## src/rtl/ir_command_queue.sv

```systemverilog
// NEC frame checker and show-ahead command FIFO fed by IR_Receiver.
// Optional duplicate suppression is built only when IR_DUP_FILTER_EN is defined.
module ir_command_queue #(
  parameter int FIFO_DEPTH     = 4,
  parameter bit CHECK_ADDRESS  = 1'b1,
  parameter int HOLDOFF_CYCLES = 5400000
) (
  input  logic                          i_CLOCK_POS,
  input  logic                          i_RESET_POS,
  input  logic [31:0]                   i_DATA,
  input  logic                          i_DATA_READY,
  input  logic                          i_CMD_READY,
  output logic                          o_CMD_VALID,
  output logic [7:0]                    o_CMD,
  output logic [15:0]                   o_ADDR,
  output logic [31:0]                   o_LAST_FRAME,
  output logic                          o_ERROR,
  output logic                          o_OVERFLOW,
  output logic [$clog2(FIFO_DEPTH):0]   o_FIFO_COUNT,
  output logic                          o_FSM_STATE
);

  localparam int AW = $clog2(FIFO_DEPTH);
  localparam int CW = AW + 1;

  typedef enum logic {IDLE = 1'b0, CHECK = 1'b1} state_t;

  state_t        state, next_state;
  logic          prev_ready, armed, rise;
  logic [31:0]   capture;
  logic          frame_ok, suppress, accept, error_next;
  logic          full, pop, do_push;
  logic [23:0]   mem [FIFO_DEPTH];
  logic [AW-1:0] wr_ptr, rd_ptr;
  logic [CW-1:0] count;
  logic [15:0]   addr_in;

  // armed stays low for the first clock after reset so a level held high
  // through reset release is absorbed into prev_ready instead of captured.
  assign rise = armed & i_DATA_READY & ~prev_ready;

  assign frame_ok = (capture[31:24] == ~capture[23:16]) &&
                    (!CHECK_ADDRESS || (capture[15:8] == ~capture[7:0]));
  assign addr_in  = CHECK_ADDRESS ? {8'h00, capture[7:0]} : capture[15:0];

  // Output handshake: an entry transfers on any clock where o_CMD_VALID and
  // i_CMD_READY are both high; o_CMD/o_ADDR hold the head while valid is high.
  assign o_CMD_VALID  = (count != '0);
  assign o_CMD        = o_CMD_VALID ? mem[rd_ptr][7:0]  : 8'h00;
  assign o_ADDR       = o_CMD_VALID ? mem[rd_ptr][23:8] : 16'h0000;
  assign o_FIFO_COUNT = count;
  assign o_FSM_STATE  = (state == CHECK);

  assign full    = (count == CW'(FIFO_DEPTH));
  assign pop     = o_CMD_VALID & i_CMD_READY;
  assign do_push = accept & (~full | pop);

`ifdef IR_DUP_FILTER_EN
  localparam int HW = $clog2(HOLDOFF_CYCLES + 1);
  logic [HW-1:0] holdoff_cnt;
  logic          seen_frame;

  assign suppress = seen_frame && (capture == o_LAST_FRAME) &&
                    (holdoff_cnt < HW'(HOLDOFF_CYCLES));

  always_ff @(posedge i_CLOCK_POS or posedge i_RESET_POS) begin
    if (i_RESET_POS) begin
      holdoff_cnt <= '0;
      seen_frame  <= 1'b0;
    end else if (accept) begin
      holdoff_cnt <= '0;
      seen_frame  <= 1'b1;
    end else if (holdoff_cnt < HW'(HOLDOFF_CYCLES)) begin
      holdoff_cnt <= holdoff_cnt + HW'(1);
    end
  end
`else
  logic unused_holdoff;
  assign unused_holdoff = ^HOLDOFF_CYCLES;
  assign suppress       = 1'b0;
`endif

  always_comb begin
    next_state = state;
    accept     = 1'b0;
    error_next = 1'b0;
    case (state)
      IDLE:  if (rise) next_state = CHECK;
      CHECK: begin
        next_state = IDLE;
        accept     = frame_ok & ~suppress;
        error_next = ~frame_ok;
      end
      default: next_state = IDLE;
    endcase
  end

  always_ff @(posedge i_CLOCK_POS or posedge i_RESET_POS) begin
    if (i_RESET_POS) begin
      state        <= IDLE;
      prev_ready   <= 1'b0;
      armed        <= 1'b0;
      capture      <= '0;
      o_LAST_FRAME <= '0;
      o_ERROR      <= 1'b0;
      o_OVERFLOW   <= 1'b0;
    end else begin
      state      <= next_state;
      prev_ready <= i_DATA_READY;
      armed      <= 1'b1;
      o_ERROR    <= error_next;
      if (state == IDLE && rise) capture <= i_DATA;
      if (accept) o_LAST_FRAME <= capture;
      if (accept && full && !pop) o_OVERFLOW <= 1'b1;
    end
  end

  always_ff @(posedge i_CLOCK_POS or posedge i_RESET_POS) begin
    if (i_RESET_POS) begin
      for (int i = 0; i < FIFO_DEPTH; i++) mem[i] <= '0;
      wr_ptr <= '0;
      rd_ptr <= '0;
      count  <= '0;
    end else begin
      if (do_push) begin
        mem[wr_ptr] <= {addr_in, capture[23:16]};
        wr_ptr      <= wr_ptr + AW'(1);
      end
      if (pop) rd_ptr <= rd_ptr + AW'(1);
      case ({do_push, pop})
        2'b10:   count <= count + CW'(1);
        2'b01:   count <= count - CW'(1);
        default: count <= count;
      endcase
    end
  end

endmodule
```

## config.mk

```make
export PLATFORM = sky130hd
export DESIGN_NAME = ir_command_queue
export DESIGN_NICKNAME = d
export VERILOG_FILES = /design/src/rtl/ir_command_queue.sv
export SDC_FILE = /design/constraint.sdc
export NUM_CORES = 1
export LEC_CHECK = 0
export ABC_CLOCK_PERIOD_IN_PS = 7900
export CAP_MARGIN = 20
export CORE_MARGIN = 2
export CORE_UTILIZATION = 55
export CTS_CLUSTER_SIZE = 20
export DETAILED_ROUTE_END_ITERATION = 16
export PLACE_DENSITY = 0.81
export SLEW_MARGIN = 20
export SYNTH_ARGS = -nofsm -noshare
export SYNTH_HDL_FRONTEND = slang
export SYNTH_SLANG_ARGS = --single-unit
```

## constraint.sdc

```tcl
create_clock -name i_CLOCK_POS -period 7.9 [get_ports i_CLOCK_POS]
set_input_delay 1.58 -clock i_CLOCK_POS [delete_from_list [all_inputs] [get_ports i_CLOCK_POS]]
set_output_delay 1.58 -clock i_CLOCK_POS [all_outputs]
set_load 0.005 [all_outputs]
```

==> results.cfg, run 1 <==
[clock_network]
cts_max_path_buffers = 2
cts_root_buf = clkbuf_16
ctsResizeCount = 0
clock_latency_ns = 0.41
htree_levels = 4
cts.sinks = 140
cts_tree = yes
postCtsSetupBuffers = 0
clk_pin_slew_ns = 0.05
postCtsHoldBufs = 0
cts_buffers = 17

[global_route]
antenna_found_initial = 0
first_global_vias = 4169
grt_max_degree = 89
grt_pass1_wl_mm = 22.5
overflow = 0
grt_usage = 0.233

[timing]
finalCriticalPeriod_ns = 3.98
worst_pin_slew_ns = 0.981
drv_slew = 0
setup_violations = 0
finalHoldViolCount = 0
fin_skew_ns = 0.0101
rsz0062_at_grt = no
clock.fmax_mhz = 251
tns_ns = 0
fin_crit_sh = 0.504
relSlewSlack = 0.346

[final_layout]
diodes = 0
finalNetCount = 599
syn_to_final_growth_pct = 24.6
fin_area_um2 = 7890
drive_gt1_frac = 0.272
final_util = 0.697

[synthesis]
async_reset_ff_frac = 1.00
synthCells = 469
ys.flop_type = dfrtp_1
ys_seq_area_frac = 0.553
synth_area_leader_cell = dfrtp_1
synth.distinct_cells = 36
synth.cell_area_um2 = 6330
synth-edff-count = 0
avgSynthCellArea_um2 = 13.5
yosysMostFrequentCell = dfrtp_1
ys_warn_count = 0
synth.area.top_cells = dfrtp_1 55%, mux2_2 10%, mux2_4 9.5%
synthTopCellsByCount = 140 x dfrtp_1, 102 x nand2_1, 57 x mux2_2, 40 x mux2_4, 17 x and2_1
synth_top_area_frac = 0.553
synth_seq_cells = 140

[place]
portBuffers = 90
dp_hpwl_mm = 8.73
placed_cell_area_um2 = 7300
gp_congestion = 0.756

[floorplan]
initial_utilization = 0.559
die_w_um = 111
row_count = 39
die_h_um = 111
dieArea_um2 = 12400
core_um2 = 11300
io-pin-count = 99

[min_path]
hold_depth = 2
worst_hold_path_type = reg2reg
hold_start = o_LAST_FRAME[1]
hold_end = o_LAST_FRAME[1]

[critical_path]
start_kind = flip-flop
cp-startpoint = rd_ptr[0]
critical_path_class = reg2out
end_kind = output pin
cp_data_arrival_time_ns = 2.40
crit_fanout = 18
reg2regPathDepth = 10
crit-reg2reg-launch = capture[18]
required_ns = 6.32
reg2reg_to = o_FIFO_COUNT[1]
r2r_slack_ns = 4.24

[detailed_routing]
ant_nets = 0
drt_wl_total_mm = 13.5
dr.pass1.iters = 6
via_per_inst = 5.36
drc_errors = 0
vias = 3820
drt_iter0_markers = 297
wl_per_cell_um = 18.9

[status]
status = complete, no violations

[run]
max-cap-violations = 0

[pwr]
power.total_w = 0.00192
power_density_nw_per_um2 = 244
leakage_nw = 3.84
peakVddDrop_v = 0.000197
-- layout make-up --
type                            count  area [µm²]
Clock buffer                       23         478
Clock inverter                      8         115
Sequential cell                   140        3500
Timing Repair Buffer               93         923
Inverter                            6        27.5
Multi-Input combinational cell    300        2660
Tap cell                          143         179
Fill cell                         813        3430
-- power breakdown --
part           switching [W]  leakage [nW]  total (W)  internal (W)
Clock               0.000282         0.297   0.000799      0.000517
Sequential          0.000126          1.87   0.000890      0.000764
Combinational       0.000100          1.67   0.000235      0.000135
Total               0.000508          3.84    0.00192       0.00142
-- cells in the final DEF (no fill, tap or decap), types with 2 or more instances in the layout --
cell type        count
a21oi_1              3
and2_1              16
buf_4                3
bufinv_16            3
clkbuf_1             3
clkbuf_16           17
clkbuf_8             3
clkdlybuf4s50_1     90
clkinv_2             5
conb_1               9
dfrtp_1            139
ha_1                 4
inv_1                5
mux2_2              57
mux2_4              40
mux2i_1              2
mux4_2              16
nand2_1            102
nand3_4              4
nand4_1              5
nor2_1               4
nor3_1               2
or3_1                2
xnor2_1              4
xor2_1              16
-- worst max path at each step --
stage / depth (start not counted) / slack (ns) / to
after floorplan: 1 / 2.57 / armed
after global placement: 3 / 4.05 / o_ADDR[6]
after detailed placement: 3 / 3.93 / o_CMD[5]
after CTS: 3 / 3.48 / o_CMD[5]
after global routing: 3 / 3.79 / o_CMD[5]
final: 3 / 3.92 / o_CMD[5]
-- through the flow --
stage / std cells / setup slack (ns) / hold WS (ns)
floorplan: 476 / 2.57 / 0.468
detailed placement: 682 / 3.93 / 0.462
global route: 713 / 3.79 / 0.494
global placement: 682 / 4.05 / 0.462
CTS: 713 / 3.48 / 0.477
finish: 713 / 3.92 / 0.472
-- flip-flops by register name, summed over array words and instances, names as in the netlist --
signal	flops
armed	1
capture	32
mem	64
o_ERROR	1
o_FIFO_COUNT	3
o_FSM_STATE	1
o_LAST_FRAME	32
o_OVERFLOW	1
prev_ready	1
rd_ptr	2
wr_ptr	2
-- cells by family (layout without fill, tap and decap cells) --
kind of cell    Yosys count  count (layout)  synth area share
mux                     115             115             0.256
fa+ha+maj                 5               5            0.0111
other cells               2               9           0.00119
buf+inv                  36             130            0.0330
simple gates            142             142             0.108
xor+xnor                 20              20            0.0277
compound gates            9               9           0.00929
flops                   140             140             0.553
-- routing by layer --
metal  GRT usage  vias up  wire length, µm
met5           0        -                0
met4      0.0593        0              105
met3      0.0569        9              581
met2       0.391       89             6950
met1       0.308     1959             5860
li1            -     1763                -
-- critical path, stage by stage, from the launching register on --
cell	delay [ns]
dfrtp_2	0.77
mux4_2	0.59
and2_1	0.18
clkdlybuf4s50_1	0.45
Power figures use the tool's default switching activity.
==> run 2, diff against run 1 <==
--- a/config.mk
+++ b/config.mk
@@ -5,13 +5,13 @@
 export SDC_FILE = /design/constraint.sdc
 export NUM_CORES = 1
 export LEC_CHECK = 0
-export ABC_CLOCK_PERIOD_IN_PS = 7900
+export ABC_CLOCK_PERIOD_IN_PS = 3570
 export CAP_MARGIN = 20
 export CORE_MARGIN = 2
-export CORE_UTILIZATION = 55
+export CORE_UTILIZATION = 49
 export CTS_CLUSTER_SIZE = 20
 export DETAILED_ROUTE_END_ITERATION = 16
-export PLACE_DENSITY = 0.81
+export PLACE_DENSITY = 0.77
 export SLEW_MARGIN = 20
 export SYNTH_ARGS = -nofsm -noshare
 export SYNTH_HDL_FRONTEND = slang
==> constraint.sdc (replaced) <==
create_clock -name i_CLOCK_POS -period 3.57 [get_ports i_CLOCK_POS]
set_input_delay 0.714 -clock i_CLOCK_POS [delete_from_list [all_inputs] [get_ports i_CLOCK_POS]]
set_output_delay 0.714 -clock i_CLOCK_POS [all_outputs]
set_load 0.005 [all_outputs]
==> run 2 against run 1 <==
- die area rose by 12%
- non-clock buffer count is 4 higher
- clock skew is 0.0018 ns lower
==> results.cfg, run 2 (same netlist as run 1, synthesis figures left out) <==
[final_layout]
largest_reg_flops = 64
fin_area_um2 = 8040
final_common_cell = dfrtp_1
diodes = 0
largestRegisters = mem (64), capture (32), o_LAST_FRAME (32)
syn_to_final_growth_pct = 26.9
fin_cells = 747
finalNetCount = 603
drive_gt1_frac = 0.278
fillerInstances = 920
regMostFlops = mem
final_cell_mix = 140 x dfrtp_1, 102 x nand2_1, 90 x clkdlybuf4s50_1

[timing]
setup_violations = 0
worst_pin_slew_ns = 0.822
rsz0062_at_grt = no
drv_slew = 0
fin_skew_ns = 0.00826
tns_ns = 0
relSlewSlack = 0.452
finalCriticalPeriod_ns = 3.06
clock.fmax_mhz = 327
fin_crit_sh = 0.857
finalHoldViolCount = 0

[critical_path]
critical_path_class = reg2out
cp_slowest_stage_delay_ns = 0.87
path_cells = mux4_2 > and2_1 > clkdlybuf4s50_1
crit_fanout = 17
end_kind = output pin
required_ns = 2.86
critPathSlowestCell = dfrtp_1
start_kind = flip-flop
cp_data_arrival_time_ns = 2.35

[detailed_routing]
wl_per_cell_um = 18.6
drt_iter0_markers = 208
vias = 3929
drc_errors = 0
dr_wl_met3_um = 560
wl_met1_mm = 6.04
routed.top_layer = met4
wl_met2_mm = 6.98
drt_wl_total_mm = 13.9
dr.pass1.iters = 5
ant_nets = 0
via_per_inst = 5.26

[global_route]
overflow = 0
antenna_found_initial = 0
grt_pass1_wl_mm = 22.4
first_global_vias = 4135
grt_max_degree = 58
grt_usage = 0.208

[clock_network]
htree_levels = 4
clock_latency_ns = 0.41
postCtsSetupBuffers = 0
ctsResizeCount = 0
cts.sinks = 140
clk_pin_slew_ns = 0.06
cts_buffers = 17
cts_root_buf = clkbuf_16
postCtsHoldBufs = 0
cts_tree = yes
cts_max_path_buffers = 2

[floorplan]
row_count = 41
die_h_um = 118
io-pin-count = 99
core_um2 = 12600
initial_utilization = 0.502
dieArea_um2 = 13900
die_w_um = 118

[pwr]
peakVddDrop_v = 0.000329
leakage_nw = 3.87
p_clk_frac = 0.435
p_int_w = 0.00328
power_switching_w = 0.00113
p_sw_frac = 0.257
pwr-share-seq = 0.430
power_density_nw_per_um2 = 548
comb_power_share = 0.135

[place]
dp_hpwl_mm = 9.36
portBuffers = 90
placed_cells = 715
gp_congestion = 0.815
placed_cell_area_um2 = 7390

[status]
status = complete, no violations

[run]
max-cap-violations = 0

[min_path]
worst_hold_path_type = reg2reg
[run 2: changes by cell type in the layout (fill, tap and decap cells not counted), moves of 2 or more]
| cell | delta |
|---|---|
| clkinvlp_4 | +5 |
| bufinv_16 | +2 |
| buf_4 | +2 |
| clkinv_2 | -3 |
| buf_12 | +2 |
[run 2: layer usage]
metal	global-route usage	up-vias
met2	0.338	108
met4	0.0806	0
met1	0.276	2035
li1	-	1768
met5	0	-
met3	0.0426	18
[run 2: area by class of cell]
class	instances	area, µm²	area share
timing repair buffer	97	978	0.122
clock buffer	21	460	0.0573
inverter	6	26.3	0.00327
multi-input combinational	300	2660	0.331
clock inverter	11	190	0.0237
sequential	140	3500	0.436
tap	172	215	0.0268
[run 2: stage by stage]
stage	hold WS, ns	setup WS [ns]	utilization	power [W]
final	0.478	0.510	0.637	0.00441
after global routing	0.510	0.436	0.637	0.00459
after CTS	0.481	0.487	0.637	0.00444
after detailed placement	0.464	0.668	0.585	0.00253
after global placement	0.464	0.787	0.585	0.00251
after floorplan	0.468	0.658	-	0.00228
[run 2: worst max-delay path: cells and delay by family (launching register included)]
family	cells	cell delay, ns
flops	1	0.87
mux	1	0.45
buf+inv	1	0.43
simple gates	1	0.17
[run 2: final timing paths]
check / slack [ns] / cells past startpoint / from / to
setup / recovery: 0.51 / 3 / rd_ptr[1] / o_CMD[2]
hold / removal: 0.48 / 2 / o_LAST_FRAME[27] / o_LAST_FRAME[27]
setup reg to reg: 0.67 / 10 / capture[0] / o_FIFO_COUNT[1]
hold reg to reg: 0.48 / 2 / o_LAST_FRAME[27] / o_LAST_FRAME[27]
max in group asynchronous: 2.03 / 3 / i_RESET_POS / mem[53]
min in group asynchronous: 0.81 / 2 / i_RESET_POS / o_LAST_FRAME[0]
[run 2: power by group through the flow]
stage          logic (W)  registers (W)  clock network [W]
2_1_floorplan   0.000458        0.00183                  0
3_3_place_gp    0.000601        0.00191                  0
3_5_place_dp    0.000606        0.00192                  0
4_1_cts         0.000608        0.00190            0.00193
5_1_grt         0.000657        0.00192            0.00201
6_report        0.000596        0.00190            0.00192
==> run 3, diff against run 2 <==
--- a/config.mk
+++ b/config.mk
@@ -5,13 +5,13 @@
 export SDC_FILE = /design/constraint.sdc
 export NUM_CORES = 1
 export LEC_CHECK = 0
-export ABC_CLOCK_PERIOD_IN_PS = 3570
+export ABC_CLOCK_PERIOD_IN_PS = 3850
 export CAP_MARGIN = 20
-export CORE_MARGIN = 2
-export CORE_UTILIZATION = 49
+export CORE_MARGIN = 1.5
+export CORE_UTILIZATION = 55
 export CTS_CLUSTER_SIZE = 20
 export DETAILED_ROUTE_END_ITERATION = 16
-export PLACE_DENSITY = 0.77
+export PLACE_DENSITY = 0.81
 export SLEW_MARGIN = 20
 export SYNTH_ARGS = -nofsm -noshare
 export SYNTH_HDL_FRONTEND = slang
==> constraint.sdc (replaced) <==
create_clock -name i_CLOCK_POS -period 3.85 [get_ports i_CLOCK_POS]
set_input_delay 0.77 -clock i_CLOCK_POS [delete_from_list [all_inputs] [get_ports i_CLOCK_POS]]
set_output_delay 0.77 -clock i_CLOCK_POS [all_outputs]
set_load 0.005 [all_outputs]
==> run 3 against run 2 <==
- total power is 8.7% lower
- sequential share of layout area is 0.29 points higher
- largest cell class unchanged
- flip-flop and latch count stayed put
- final cell count is 4.0% lower
- register-to-register slack better by 0.24 ns
- die area is 12% lower
- count of clock-buffer cells in the layout is 4 lower
- clock power is 11% lower
- critical path depth is 1 higher
==> results.cfg, run 3 (same netlist as run 1, synthesis figures left out) <==
[final_layout]
final_common_cell = dfrtp_1
fin_cells = 717
diodes = 0
multi_input_area_um2 = 2660
final_cell_mix = 140 x dfrtp_1, 102 x nand2_1, 90 x clkdlybuf4s50_1
final_util = 0.705
drive_gt1_frac = 0.280
regArea_um2 = 3500
largestRegisters = mem (64), capture (32), o_LAST_FRAME (32)
fillerInstances = 768
largest_reg_flops = 64
finalNetCount = 603
fin_area_um2 = 7990
regMostFlops = mem
syn_to_final_growth_pct = 26.1

[critical_path]
reg2regPathDepth = 10
r2r_slack_ns = 0.91
reg2reg_to = o_FIFO_COUNT[1]
cp_data_arrival_time_ns = 2.54
crit-reg2reg-launch = capture[16]
required_ns = 3.08
path_cells = buf_4 > mux4_2 > and2_1 > clkdlybuf4s50_1
crit_fanout = 10
endpoint = o_ADDR[3]
cp_slowest_stage_delay_ns = 0.65
end_kind = output pin
cp-startpoint = rd_ptr[0]
critical_path_class = reg2out
critPathSlowestCell = dfrtp_1
start_kind = flip-flop

[global_route]
grt_usage = 0.255
first_global_vias = 4223
grt_pass1_wl_mm = 22.5
grt_max_degree = 60
overflow = 0
grt_util_met1 = 0.333
grt_util_met3 = 0.0570
use_met2 = 0.425
top_usage_layer = met2
antenna_found_initial = 0

[clock_network]
cts_root_buf = clkbuf_16
cts_max_path_buffers = 2
ctsResizeCount = 0
cts_buffers = 17
postCtsSetupBuffers = 0
clock_latency_ns = 0.42
clk_pin_slew_ns = 0.06
postCtsHoldBufs = 0
htree_levels = 4
cts_tree = yes
cts.sinks = 140

[floorplan]
core_um2 = 11300
die_w_um = 110
row_count = 39
io-pin-count = 99
die_h_um = 110
dieArea_um2 = 12200
initial_utilization = 0.559

[run]
max-cap-violations = 0

[timing]
tns_ns = 0
clock.fmax_mhz = 302
relSlewSlack = 0.438
fin_skew_ns = 0.00906
rsz0062_at_grt = no
drv_slew = 0
fin_crit_sh = 0.861
finalCriticalPeriod_ns = 3.31
worst_pin_slew_ns = 0.843
setup_violations = 0
finalHoldViolCount = 0

[detailed_routing]
dr.pass1.iters = 4
vias = 3954
ant_nets = 0
wl_per_cell_um = 19.5
via_per_inst = 5.51
drc_errors = 0
drt_iter0_markers = 231
drt_wl_total_mm = 14.0

[status]
status = complete, no violations

[place]
portBuffers = 90
gp_congestion = 0.819
dp_hpwl_mm = 9.36
placed_cell_area_um2 = 7340
placed_cells = 685

[min_path]
worst_hold_path_type = reg2reg

[pwr]
peakVddDrop_v = 0.000352
power.total_w = 0.00402
leakage_nw = 3.87
power_density_nw_per_um2 = 504
==> run 3: cell count changes in the layout (fill, tap and decap cells not counted) <==
| cell | before | now |
|---|---|---|
| inv_6 | 0 | 1 |
| buf_4 | 5 | 4 |
| clkbuf_8 | 2 | 0 |
| buf_12 | 2 | 3 |
| bufinv_16 | 5 | 4 |
| clkinvlp_4 | 5 | 4 |
| clkinv_4 | 0 | 4 |
| clkbuf_1 | 2 | 0 |
==> run 3: how the worst min path moves through the flow <==
stage	startpoint	to	slack, ns	depth (start not counted)
after floorplan	o_OVERFLOW	o_OVERFLOW	0.47	1
after global placement	o_OVERFLOW	o_OVERFLOW	0.46	1
after detailed placement	o_LAST_FRAME[24]	o_LAST_FRAME[24]	0.46	2
after CTS	o_LAST_FRAME[26]	o_LAST_FRAME[26]	0.48	2
after global routing	o_LAST_FRAME[26]	o_LAST_FRAME[26]	0.50	2
final	o_LAST_FRAME[21]	o_LAST_FRAME[21]	0.47	2
==> run 3: metal layers <==
layer,share of wire,up-vias
li1,-,1770
met1,0.43,2071
met2,0.53,99
met3,0.035,14
met4,0.013,0
met5,0,-
==> run 3: layout make-up <==
cell class,count,area share
Clock inverter,14,0.0246
Timing Repair Buffer,97,0.124
Multi-Input combinational cell,300,0.334
Inverter,6,0.00329
Clock buffer,17,0.0533
Sequential cell,140,0.439
Tap cell,143,0.0224
==> run 3: stage by stage <==
step / hold WS (ns) / worst slack, ns
after CTS: 0.477 / 0.485
final: 0.475 / 0.536
after detailed placement: 0.462 / 0.884
after global placement: 0.460 / 0.971
after floorplan: 0.468 / 0.938
after global routing: 0.497 / 0.383
==> run 3: worst max-delay path, delay by kind of cell (launching register included) <==
kind | cells | cell delay [ns]
AND/OR/NAND/NOR | 1 | 0.17
flip-flops | 1 | 0.65
multiplexers | 1 | 0.52
buffers and inverters | 2 | 0.79
==> run 3: power breakdown <==
group          switching (W)  leakage, nW  internal (W)
clock network       0.000619        0.295       0.00108
registers           0.000226         1.88       0.00157
logic               0.000241         1.70      0.000289
total                0.00109         3.87       0.00294
